$ cat config.mk
export PLATFORM = sky130hd
export DESIGN_NAME = dac_stream_buffer
export DESIGN_NICKNAME = d
export VERILOG_FILES = /design/src/rtl/dac_buffer_pkg.sv /design/src/rtl/sync_fifo.sv /design/src/rtl/dac_stream_buffer.sv
export SDC_FILE = /design/constraint.sdc
export NUM_CORES = 2
export LEC_CHECK = 0
export CORE_MARGIN = 2
export CORE_UTILIZATION = 55
export DETAILED_ROUTE_END_ITERATION = 10
export PLACE_DENSITY = 0.74
export SLEW_MARGIN = 20
export SYNTH_ARGS = -nofsm -noshare
export SYNTH_HDL_FRONTEND = slang
export SYNTH_SLANG_ARGS = --single-unit
$ cat constraint.sdc
create_clock -name clock -period 58.2 [get_ports clock]
set_input_delay 14.55 -clock clock [delete_from_list [all_inputs] [get_ports clock]]
set_output_delay 14.55 -clock clock [all_outputs]
set_load 0.05 [all_outputs]
$ cat src/rtl/dac_buffer_pkg.sv
// Shared types and default sizing for the DAC stream buffer.
package dac_buffer_pkg;

  localparam int unsigned DefDataW = 256;
  localparam int unsigned DefDepth = 8;
  localparam int unsigned DefCntW  = 16;

  typedef enum logic [1:0] {
    StIdle,
    StFill,
    StRun
  } state_e;

endpackage

$ cat src/rtl/sync_fifo.sv
// Single-clock first-word-fall-through FIFO with registered occupancy and flush.
module sync_fifo #(
  parameter int unsigned DataW = 256,
  parameter int unsigned Depth = 8,
  parameter int unsigned LvlW  = 4
) (
  input  logic             clk_i,
  input  logic             rst_ni,
  input  logic             flush_i,
  input  logic             wr_i,
  input  logic [DataW-1:0] wdata_i,
  input  logic             rd_i,
  output logic [DataW-1:0] rdata_o,
  output logic [LvlW-1:0]  level_o,
  output logic             full_o,
  output logic             empty_o
);

  localparam int unsigned PtrW = (Depth > 1) ? $clog2(Depth) : 1;

  logic [DataW-1:0] mem_q [Depth];
  logic [PtrW-1:0]  wr_ptr_q, wr_ptr_d;
  logic [PtrW-1:0]  rd_ptr_q, rd_ptr_d;
  logic [LvlW-1:0]  level_q, level_d;

  always_comb begin
    wr_ptr_d = wr_ptr_q;
    rd_ptr_d = rd_ptr_q;
    level_d  = level_q + LvlW'(wr_i) - LvlW'(rd_i);
    if (wr_i) begin
      wr_ptr_d = (wr_ptr_q == PtrW'(Depth - 1)) ? '0 : wr_ptr_q + PtrW'(1);
    end
    if (rd_i) begin
      rd_ptr_d = (rd_ptr_q == PtrW'(Depth - 1)) ? '0 : rd_ptr_q + PtrW'(1);
    end
    if (flush_i) begin
      wr_ptr_d = '0;
      rd_ptr_d = '0;
      level_d  = '0;
    end
  end

  always_ff @(posedge clk_i) begin
    if (!rst_ni) begin
      wr_ptr_q <= '0;
      rd_ptr_q <= '0;
      level_q  <= '0;
    end else begin
      wr_ptr_q <= wr_ptr_d;
      rd_ptr_q <= rd_ptr_d;
      level_q  <= level_d;
    end
  end

  // Storage is never cleared; the level alone decides what is valid.
  always_ff @(posedge clk_i) begin
    if (wr_i) begin
      mem_q[wr_ptr_q] <= wdata_i;
    end
  end

  assign rdata_o = mem_q[rd_ptr_q];
  assign level_o = level_q;
  assign full_o  = (level_q == LvlW'(Depth));
  assign empty_o = (level_q == '0);

endmodule

$ cat src/rtl/dac_stream_buffer.sv
// Elastic buffer between tx_core and the RF DAC: prefills to a threshold, then streams,
// feeding silence whenever it has nothing to send and counting underflows.
module dac_stream_buffer
  import dac_buffer_pkg::*;
#(
  parameter int unsigned DATA_W = DefDataW,
  parameter int unsigned DEPTH  = DefDepth,
  parameter int unsigned CNT_W  = DefCntW
) (
  input  logic              clock,
  input  logic              resetn,
  input  logic              enable,
  input  logic [3:0]        fill_threshold,
  input  logic [DATA_W-1:0] s_tdata,
  input  logic              s_tvalid,
  output logic              s_tready,
  output logic [DATA_W-1:0] m_tdata,
  output logic              m_tvalid,
  input  logic              m_tready,
  output logic [3:0]        level,
  output logic [CNT_W-1:0]  underflow_count
);

  localparam int unsigned LvlW = 4;

  state_e            state_q, state_d;
  logic [CNT_W-1:0]  ucnt_q, ucnt_d;
  logic [LvlW-1:0]   eff_thr;
  logic              wr_en, rd_en, flush, full, empty;
  logic [DATA_W-1:0] head;

  sync_fifo #(
    .DataW (DATA_W),
    .Depth (DEPTH),
    .LvlW  (LvlW)
  ) u_fifo (
    .clk_i   (clock),
    .rst_ni  (resetn),
    .flush_i (flush),
    .wr_i    (wr_en),
    .wdata_i (s_tdata),
    .rd_i    (rd_en),
    .rdata_o (head),
    .level_o (level),
    .full_o  (full),
    .empty_o (empty)
  );

  always_comb begin
    if (fill_threshold == '0) begin
      eff_thr = LvlW'(1);
    end else if (fill_threshold > LvlW'(DEPTH)) begin
      eff_thr = LvlW'(DEPTH);
    end else begin
      eff_thr = fill_threshold;
    end
  end

  always_comb begin
    state_d  = state_q;
    ucnt_d   = ucnt_q;
    s_tready = 1'b0;
    m_tvalid = 1'b0;
    m_tdata  = '0;
    wr_en    = 1'b0;
    rd_en    = 1'b0;
    flush    = 1'b0;
    unique case (state_q)
      StIdle: begin
        flush = 1'b1;
        if (enable) state_d = StFill;
      end
      StFill: begin
        s_tready = !full;
        m_tvalid = 1'b1;
        wr_en    = s_tvalid && !full;
        if (level >= eff_thr) state_d = StRun;
      end
      StRun: begin
        s_tready = !full;
        m_tvalid = 1'b1;
        wr_en    = s_tvalid && !full;
        if (!empty) begin
          m_tdata = head;
          rd_en   = m_tready;
        end else if (m_tready) begin
          // DAC consumed a silence word it should have had data for.
          if (ucnt_q != '1) ucnt_d = ucnt_q + CNT_W'(1);
          state_d = StFill;
        end
      end
      default: state_d = StIdle;
    endcase
    if (!enable) begin
      state_d = StIdle;
      flush   = 1'b1;
    end
  end

  always_ff @(posedge clock) begin
    if (!resetn) begin
      state_q <= StIdle;
      ucnt_q  <= '0;
    end else begin
      state_q <= state_d;
      ucnt_q  <= ucnt_d;
    end
  end

  assign underflow_count = ucnt_q;

endmodule

==> impl_results.html <==
<table>
<tr><th>Metric</th><th>Value</th></tr>
<tr><th colspan="2">Clock network</th></tr>
<tr><td>Post-cts hold buffer count</td><td>0</td></tr>
<tr><td>TritonCTS sink count</td><td>2079</td></tr>
<tr><td>Clock latency reported for the late side of the worst-skew pair</td><td>slightly above 800 ps</td></tr>
<tr><td>Post-CTS Setup Repair Bufs</td><td>0</td></tr>
<tr><td>Post-CTS sizing</td><td>0</td></tr>
<tr><td>Largest buffer count on any clock path</td><td>3</td></tr>
<tr><td>Clock tree from TritonCTS</td><td>done</td></tr>
<tr><td>Clock root cell</td><td>sky130_fd_sc_hd__clkbuf_16</td></tr>
<tr><td>Reg clk slew, reported paths</td><td>roughly 60 ps</td></tr>
<tr><td>Deepest level of the CTS H-tree</td><td>4</td></tr>
<tr><td>Number of clock buffers inserted by TritonCTS</td><td>200</td></tr>
<tr><th colspan="2">Route</th></tr>
<tr><td>Antenna-violating nets left</td><td>0</td></tr>
<tr><td>Number of violations reported at the end of detailed-routing iteration 0</td><td>2973</td></tr>
<tr><td>DR pass1 iterations</td><td>5</td></tr>
<tr><td>Routed vias</td><td>36900</td></tr>
<tr><td>Wire length per cell</td><td>27.1 µm</td></tr>
<tr><td>Aggregate routed wire length</td><td>167 mm</td></tr>
<tr><td>Post-route DRC</td><td>0</td></tr>
<tr><td>Average vias per placed instance</td><td>5.97</td></tr>
<tr><th colspan="2">Timing</th></tr>
<tr><td>Worst Skew</td><td>approximately 46 ps</td></tr>
<tr><td>RSZ-0062 raised after global routing</td><td>no</td></tr>
<tr><td>Total negative slack for setup checks</td><td>0 ps</td></tr>
<tr><td>Max_slew headroom</td><td>0.303</td></tr>
<tr><td>Number of slew-limit violations in the final report</td><td>0</td></tr>
<tr><td>Number of endpoints with negative hold slack in the final report</td><td>0</td></tr>
<tr><td>Achievable frequency</td><td>47.5 MHz</td></tr>
<tr><td>Endpoints failing setup</td><td>0</td></tr>
<tr><td>Period utilisation layout</td><td>0.361</td></tr>
<tr><td>Worst-margin pin slew</td><td>1050 ps</td></tr>
<tr><td>Final period demand of the worst path</td><td>21030 ps</td></tr>
<tr><th colspan="2">Layout</th></tr>
<tr><td>Number of filler cells placed in the layout</td><td>a little over 9000</td></tr>
<tr><td>Nets@finish</td><td>4365</td></tr>
<tr><td>Proportion of layout cells with a drive suffix above 1</td><td>0.208</td></tr>
<tr><td>Final Util</td><td>0.652</td></tr>
<tr><td>Area growth from synthesis to layout</td><td>17.7%</td></tr>
<tr><th colspan="2">Critical path</th></tr>
<tr><td>Element type at the critical path start</td><td>flip-flop</td></tr>
<tr><td>Cell chain of the critical path</td><td>buf_4, buf_4, buf_4, buf_4, mux4_2, mux2i_1, nor2_1, clkdlybuf4s50_1</td></tr>
<tr><td>Stage delay of the slowest cell on the critical path</td><td>1020 ps</td></tr>
<tr><td>Worst setup slack for register-to-register paths</td><td>53320 ps</td></tr>
<tr><td>Cell seen most often among critical-path stages</td><td>sky130_fd_sc_hd__buf_4</td></tr>
<tr><td>Max stage delay cell, worst path</td><td>sky130_fd_sc_hd__dfxtp_4</td></tr>
<tr><td>Required time at the worst-slack endpoint</td><td>between 40000 and 50000 ps</td></tr>
<tr><td>Endpoint of the most critical register-to-register path</td><td>u_fifo.mem_q[7][41]</td></tr>
<tr><td>Crit end category</td><td>output pin</td></tr>
<tr><td>Classification of the worst setup path</td><td>reg2out</td></tr>
<tr><td>Biggest fanout along the worst timing path</td><td>66</td></tr>
<tr><td>CP arrival</td><td>6480 ps</td></tr>
<tr><td>Cell count of the worst reg-to-reg path</td><td>8</td></tr>
<tr><td>Critical register-to-register path startpoint</td><td>state_q[0]</td></tr>
<tr><th colspan="2">Place</th></tr>
<tr><td>Count of port buffers added during placement</td><td>542</td></tr>
<tr><td>Routability cong.</td><td>about 0.76</td></tr>
<tr><td>Estimated wirelength of the detail-placed design</td><td>89.7 mm</td></tr>
<tr><th colspan="2">Floorplanning</th></tr>
<tr><td>Starting Density</td><td>0.554</td></tr>
<tr><td>Io pins</td><td>543</td></tr>
<tr><td>Core ar.</td><td>around 140000 µm²</td></tr>
<tr><td>Vertical die dimension</td><td>around 380 µm</td></tr>
<tr><td>Num rows</td><td>139</td></tr>
<tr><td>Width of the chip</td><td>384 µm</td></tr>
<tr><td>DIE AREA</td><td>148000 µm²</td></tr>
<tr><th colspan="2">Power and ir drop</th></tr>
<tr><td>Overall power of the completed layout</td><td>around 3000 µW</td></tr>
<tr><td>Power Dens Cells</td><td>31.9 nW/µm²</td></tr>
<tr><td>Leakage power</td><td>between 0.02 and 0.03 µW</td></tr>
<tr><td>Max VDD drop</td><td>0.0000299 V</td></tr>
<tr><th colspan="2">Logic synthesis</th></tr>
<tr><td>Number of distinct library cell variants in the gate-level netlist after synthesis</td><td>52</td></tr>
<tr><td>Number of warnings reported in the yosys synthesis log</td><td>0</td></tr>
<tr><td>Leading register cell type out of synthesis</td><td>sky130_fd_sc_hd__edfxtp_1</td></tr>
<tr><td>Post-Synthesis Cell Area</td><td>79400 µm²</td></tr>
<tr><td>Number of storage elements in the synthesis netlist</td><td>2079</td></tr>
<tr><td>Syn Nets</td><td>between 3000 and 4000</td></tr>
<tr><td>Synthesized area divided by synthesized cell count</td><td>about 23 µm²</td></tr>
<tr><td>Register area share after synthesis</td><td>0.782</td></tr>
<tr><td>Number of flops mapped to enable cells by yosys</td><td>2048</td></tr>
<tr><td>Async SR Flop Fraction</td><td>0</td></tr>
<tr><td>Instance count of the mapped netlist</td><td>3458</td></tr>
<tr><th colspan="2">Global route</th></tr>
<tr><td>Overall Global Routing Usage</td><td>0.228</td></tr>
<tr><td>Grt total ovfl</td><td>0</td></tr>
<tr><td>Number of antenna violations at the first check in global routing</td><td>36</td></tr>
<tr><td>First-pass GRT wire length</td><td>247 mm</td></tr>
<tr><td>Maximum number of pins on one net before global-route repair</td><td>approximately 130</td></tr>
<tr><td>Vias in the first global route</td><td>38000</td></tr>
<tr><th colspan="2">Worst hold path</th></tr>
<tr><td>Startpoint of the most critical hold path</td><td>u_fifo.rd_ptr_q[1]</td></tr>
<tr><td>Worst min-delay path category</td><td>reg2reg</td></tr>
<tr><td>Number of stages on the worst hold path</td><td>2</td></tr>
<tr><th colspan="2">Status</th></tr>
<tr><td>Result of the run</td><td>completed</td></tr>
<tr><th colspan="2">Run</th></tr>
<tr><td>Max cap viols</td><td>0</td></tr>
</table>
[area by class of cell]
class | instances | area, µm² | area share
sequential | 2079 | 62100 | 0.665
multi-input combinational | 1185 | 16300 | 0.174
timing repair buffer | 595 | 6010 | 0.0643
clock buffer | 230 | 5120 | 0.0547
tap | 1903 | 2380 | 0.0255
clock inverter | 135 | 1420 | 0.0152
antenna | 30 | 75.1 | 0.000803
inverter | 18 | 67.6 | 0.000723
[flip-flops by register name, indices dropped and copies added, names as in the netlist, named ones only]
| signal | flops |
|---|---|
| u_fifo.rd_ptr_q | 3 |
| state_q | 2 |
| u_fifo.level_o | 4 |
| u_fifo.wr_ptr_q | 3 |
| u_fifo.mem_q | 2048 |
| underflow_count | 16 |
[Yosys cell counts, types with 4 or more instances]
library cell / n / area share
sky130_fd_sc_hd__edfxtp_1: 2048 / 0.77
sky130_fd_sc_hd__o31ai_1: 4 / 0.00038
sky130_fd_sc_hd__inv_1: 18 / 0.00085
sky130_fd_sc_hd__buf_4: 49 / 0.0046
sky130_fd_sc_hd__clkbuf_1: 15 / 0.00071
sky130_fd_sc_hd__mux2i_1: 263 / 0.033
sky130_fd_sc_hd__nand2_1: 19 / 0.00090
sky130_fd_sc_hd__or3_1: 6 / 0.00047
sky130_fd_sc_hd__dfxtp_1: 31 / 0.0078
sky130_fd_sc_hd__a21oi_1: 13 / 0.00082
sky130_fd_sc_hd__o21ai_0: 7 / 0.00044
sky130_fd_sc_hd__mux4_2: 512 / 0.15
sky130_fd_sc_hd__or4_1: 4 / 0.00038
sky130_fd_sc_hd__buf_6: 5 / 0.00071
sky130_fd_sc_hd__nor2_1: 271 / 0.013
sky130_fd_sc_hd__ha_1: 20 / 0.0031
sky130_fd_sc_hd__nor3_1: 4 / 0.00025
sky130_fd_sc_hd__nor4_1: 5 / 0.00039
sky130_fd_sc_hd__buf_2: 106 / 0.0067
sky130_fd_sc_hd__nand3_1: 13 / 0.00082
[cells in the final DEF, fill, tap and decap left out, types with 4 or more instances in the layout]
master | netlist | routed
sky130_fd_sc_hd__o31ai_1 | 4 | 4
sky130_fd_sc_hd__o21ai_0 | 7 | 7
sky130_fd_sc_hd__nor2_1 | 271 | 270
sky130_fd_sc_hd__a21oi_1 | 13 | 13
sky130_fd_sc_hd__clkinvlp_4 | 0 | 7
sky130_fd_sc_hd__dfxtp_1 | 31 | 28
sky130_fd_sc_hd__clkbuf_1 | 15 | 30
sky130_fd_sc_hd__clkinv_1 | 0 | 45
sky130_fd_sc_hd__mux4_2 | 512 | 512
sky130_fd_sc_hd__nand2_1 | 19 | 18
sky130_fd_sc_hd__clkbuf_16 | 0 | 200
sky130_fd_sc_hd__clkinv_16 | 0 | 8
sky130_fd_sc_hd__diode_2 | 0 | 30
sky130_fd_sc_hd__clkdlybuf4s50_1 | 0 | 542
sky130_fd_sc_hd__ha_1 | 20 | 20
sky130_fd_sc_hd__edfxtp_1 | 2048 | 2048
sky130_fd_sc_hd__buf_12 | 0 | 15
sky130_fd_sc_hd__buf_4 | 49 | 38
sky130_fd_sc_hd__mux2i_1 | 263 | 263
sky130_fd_sc_hd__or3_1 | 6 | 6
sky130_fd_sc_hd__nor4_1 | 5 | 4
sky130_fd_sc_hd__inv_1 | 18 | 18
sky130_fd_sc_hd__or4_1 | 4 | 4
sky130_fd_sc_hd__inv_6 | 0 | 4
sky130_fd_sc_hd__nand3_1 | 13 | 13
sky130_fd_sc_hd__bufinv_16 | 0 | 19
sky130_fd_sc_hd__clkinv_2 | 0 | 43
[through the flow]
step / setup slack, ps / hold WS (ps) / instance area (µm²) / instances
after CTS: 37020 / 490 / 93400 / 6145
after global placement: 37980 / 458 / 86900 / 5780
after floorplan: 15880 / 450 / 79400 / 3458
after detailed placement: 37950 / 473 / 86900 / 5780
final: 37170 / 484 / 93500 / 6175
after global routing: 36840 / 527 / 93400 / 6154
[worst max path at each step]
stage / start / endpoint / cells after the start
2_1_floorplan: s_tvalid / u_fifo.mem_q[2][0] / 2
3_3_place_gp: flip-flop / m_tdata[43] / 8
3_5_place_dp: flip-flop / m_tdata[38] / 8
4_1_cts: flip-flop / m_tdata[38] / 8
5_1_grt: flip-flop / m_tdata[43] / 8
6_report: flip-flop / m_tdata[38] / 8
[layer usage]
layer  vias up  track usage  wire length, µm
met4        34       0.0600             3170
li1      15700            -                -
met5         -            0              206
met1     19600        0.309            67100
met3       249       0.0639            14000
met2      1240        0.368            82600
[critical path, delay by kind of cell, from the launching register on]
kind | cells | cell delay (ps)
AND/OR/NAND/NOR | 1 | 110
buffers and inverters | 5 | 3750
multiplexers | 2 | 660
flip-flops | 1 | 1020
[kinds of logic (layout without fill, tap and decap cells)]
| kind of cell | count (synthesis) | in the layout | share of synthesized area |
|---|---|---|---|
| other cells | 0 | 30 | 0 |
| fa+ha+maj | 21 | 21 | 0.00340 |
| simple gates | 349 | 349 | 0.0193 |
| xor+xnor | 2 | 2 | 0.000221 |
| compound gates | 38 | 38 | 0.00320 |
| mux | 775 | 775 | 0.178 |
| flops | 2079 | 2079 | 0.782 |
| buf+inv | 194 | 978 | 0.0137 |
[where the power goes]
group          internal (µW)  total [µW]  switching, µW
Clock                    720        1270            548
Combinational           26.0        57.9           31.9
Sequential              1650        1660           2.10
Note: power is estimated with default switching activity, not from simulation.
==> patch, RTL diff (same flow settings) <==
Put one more register stage on the output `underflow_count`, without a reset. The value now appears one clock later. The other outputs are not delayed to match.
--- a/src/rtl/dac_stream_buffer.sv
+++ b/src/rtl/dac_stream_buffer.sv
@@ -107,7 +107,9 @@
     end
   end
 
-  assign underflow_count = ucnt_q;
+  always_ff @(posedge clock) begin
+    underflow_count <= ucnt_q;
+  end
 
 endmodule
 
Check against the original RTL: no difference found for any inputs over 4 cycles, from zero or initial values and one cycle with resetn low; that may be too few to reach the edited logic, so the function may still have changed.
==> patch against the unedited design <==
- maximum frequency fell by 1.3%
- cell count rose by 0.47%
- final area barely moved
- via count rose by 0.86%
- worst setup slack got worse by 0.27 ns
- area after synthesis barely moved
- routed wire length rose by 0.24%
- sequential cell count rose by 16
- total power fell by 0.74%
- global-route usage fell by 0.084 points
- clock skew fell by 0.022 ns
- critical path type unchanged
- largest cell class unchanged
- largest power group unchanged
- highest routed layer unchanged
==> patch: results (changes against the unedited design) <==
Status -> complete, no violations (unchanged)
Met3 Use GR -> 6.03% (was 6.39%)
CP Max Fanout -> 106 (was 66)
Buffers excl. clock -> 604 (was 595)
Dpl cell area -> 87100 um2 (was 86900 um2)
Post-synthesis mux area share -> 17.8% (about the same)
Cells after DPL -> 5803 (was 5780)
Routing usage on met2 -> 35.5% (was 36.8%)
Arrival @ worst endpoint -> 6.76 ns (was 6.48 ns)
Routed wire length on met3 -> 14.3 mm (was 14.0 mm)
Met2 WL -> 80.7 mm (was 82.6 mm)
Reg2Reg Capture Point -> u_fifo.mem_q[5][164] (was u_fifo.mem_q[7][41])
Min-delay src -> ucnt_q[10] (was u_fifo.rd_ptr_q[1])
Clock Skews -> 0.0238 ns (was 0.0461 ns)
WHS Path Cells -> 0 (was 2)
Post-Route WL -> 167 mm (about the same)
Yosys reg bits -> 2095 (was 2079)
Nets@finish -> 4391 (was 4365)
Clock buffer count from CTS -> 202 (was 200)
Register Area -> 62500 um2 (was 62100 um2)
R2R cell count -> 7 (was 8)
Fraction of cell area in non-clock buffers -> 6.45% (was 6.43%)
Delay of the slowest critical-path stage -> 0.84 ns (was 1.02 ns)
Compound-gate portion of the synthesized area -> 0.293% (was 0.320%)
Adder-Cell Fraction of Synth Area -> 0.340% (about the same)
Initial antenna violation count -> 37 (was 36)
Clk cell area share -> 6.74% (was 6.99%)
Seq/Total Area, Yosys -> 78.6% (was 78.2%)
Mapped Avg Cell Area -> 22.9 um2 (was 23.0 um2)
Clk_buf instances -> 265 (was 230)
Vias in the first global route -> 38192 (was 38023)
#MultiIn Comb -> 1184 (was 1185)
Final HPWL DP -> 89.4 mm (was 89.7 mm)
Pin count of the biggest net entering global routing -> 119 (was 125)
Main area contributors after synthesis -> edfxtp_1 (77%), mux4_2 (15%), mux2i_1 (3.3%), nor2_1 (1.3%), dfxtp_1 (1.2%) (was edfxtp_1 (77%), mux4_2 (15%), mux2i_1 (3.3%), nor2_1 (1.3%), dfxtp_1 (0.78%))
Area of the multi-input gates -> 16200 um2 (was 16300 um2)
Skew-Pair Late Insertion Delay -> 0.80 ns (was 0.82 ns)
Worst R2R Start -> u_fifo.level_o[1] (was state_q[0])
Met1 GRT Util -> 32.0% (was 30.9%)
Fill cell count -> 9216 (was 9230)
Xor/xnor cell area share of the yosys netlist -> 0.0221% (was 0.0220%)
R2r setup slk -> 53.66 ns (was 53.32 ns)
Syn_nets -> 3758 (was 3744)
Vias per cell -> 6.00 (was 5.97)
Post-Route M1 WL -> 68.8 mm (was 67.1 mm)
Initial DRC count -> 3174 (was 2973)
Synth unique cells -> 44 (was 52)
First-pass GRT wire length -> 246 mm (was 247 mm)
Leakage power total -> 28.0 nW (about the same)
Global Route Usage Sum -> 22.7% (was 22.8%)
RePlAce Congestion -> 0.810 (was 0.761)
Final Non-Filler Cells -> 6204 (was 6175)
Top post-synthesis cells by count -> edfxtp_1 (2048), mux4_2 (512), nor2_1 (269), mux2i_1 (264), clkbuf_1 (73) (was edfxtp_1 (2048), mux4_2 (512), nor2_1 (271), mux2i_1 (263), buf_2 (106))
Worst slack at placement -> 37.55 ns (was 37.95 ns)
[patch: cell count changes in the layout (fill, tap and decap cells not counted), moves of 6 or more]
cell       unedited run  this run
clkbuf_16           200       206
dfxtp_1              28        44
clkbuf_1             30        59
bufinv_16            19        10
buf_4                38        51
diode_2              30        22
[patch: worst max path at each step]
| stage | slack [ns] | cells past startpoint | start | endpoint |
|---|---|---|---|---|
| 6_report | 36.89 | 8 | flip-flop | m_tdata[230] |
| 5_1_grt | 36.26 | 8 | flip-flop | m_tdata[230] |
| 4_1_cts | 36.66 | 8 | flip-flop | m_tdata[230] |
| 3_5_place_dp | 37.55 | 8 | flip-flop | m_tdata[230] |
| 3_3_place_gp | 37.55 | 8 | flip-flop | m_tdata[230] |
| 2_1_floorplan | 15.89 | 2 | s_tvalid | u_fifo.mem_q[2][0] |
[patch: power breakdown]
part           switching [mW]  internal [mW]  total [mW]  leakage (nW)
Combinational          0.0317         0.0258      0.0576          6.11
Sequential            0.00202           1.66        1.67          18.8
Clock                   0.540          0.696        1.24          3.07
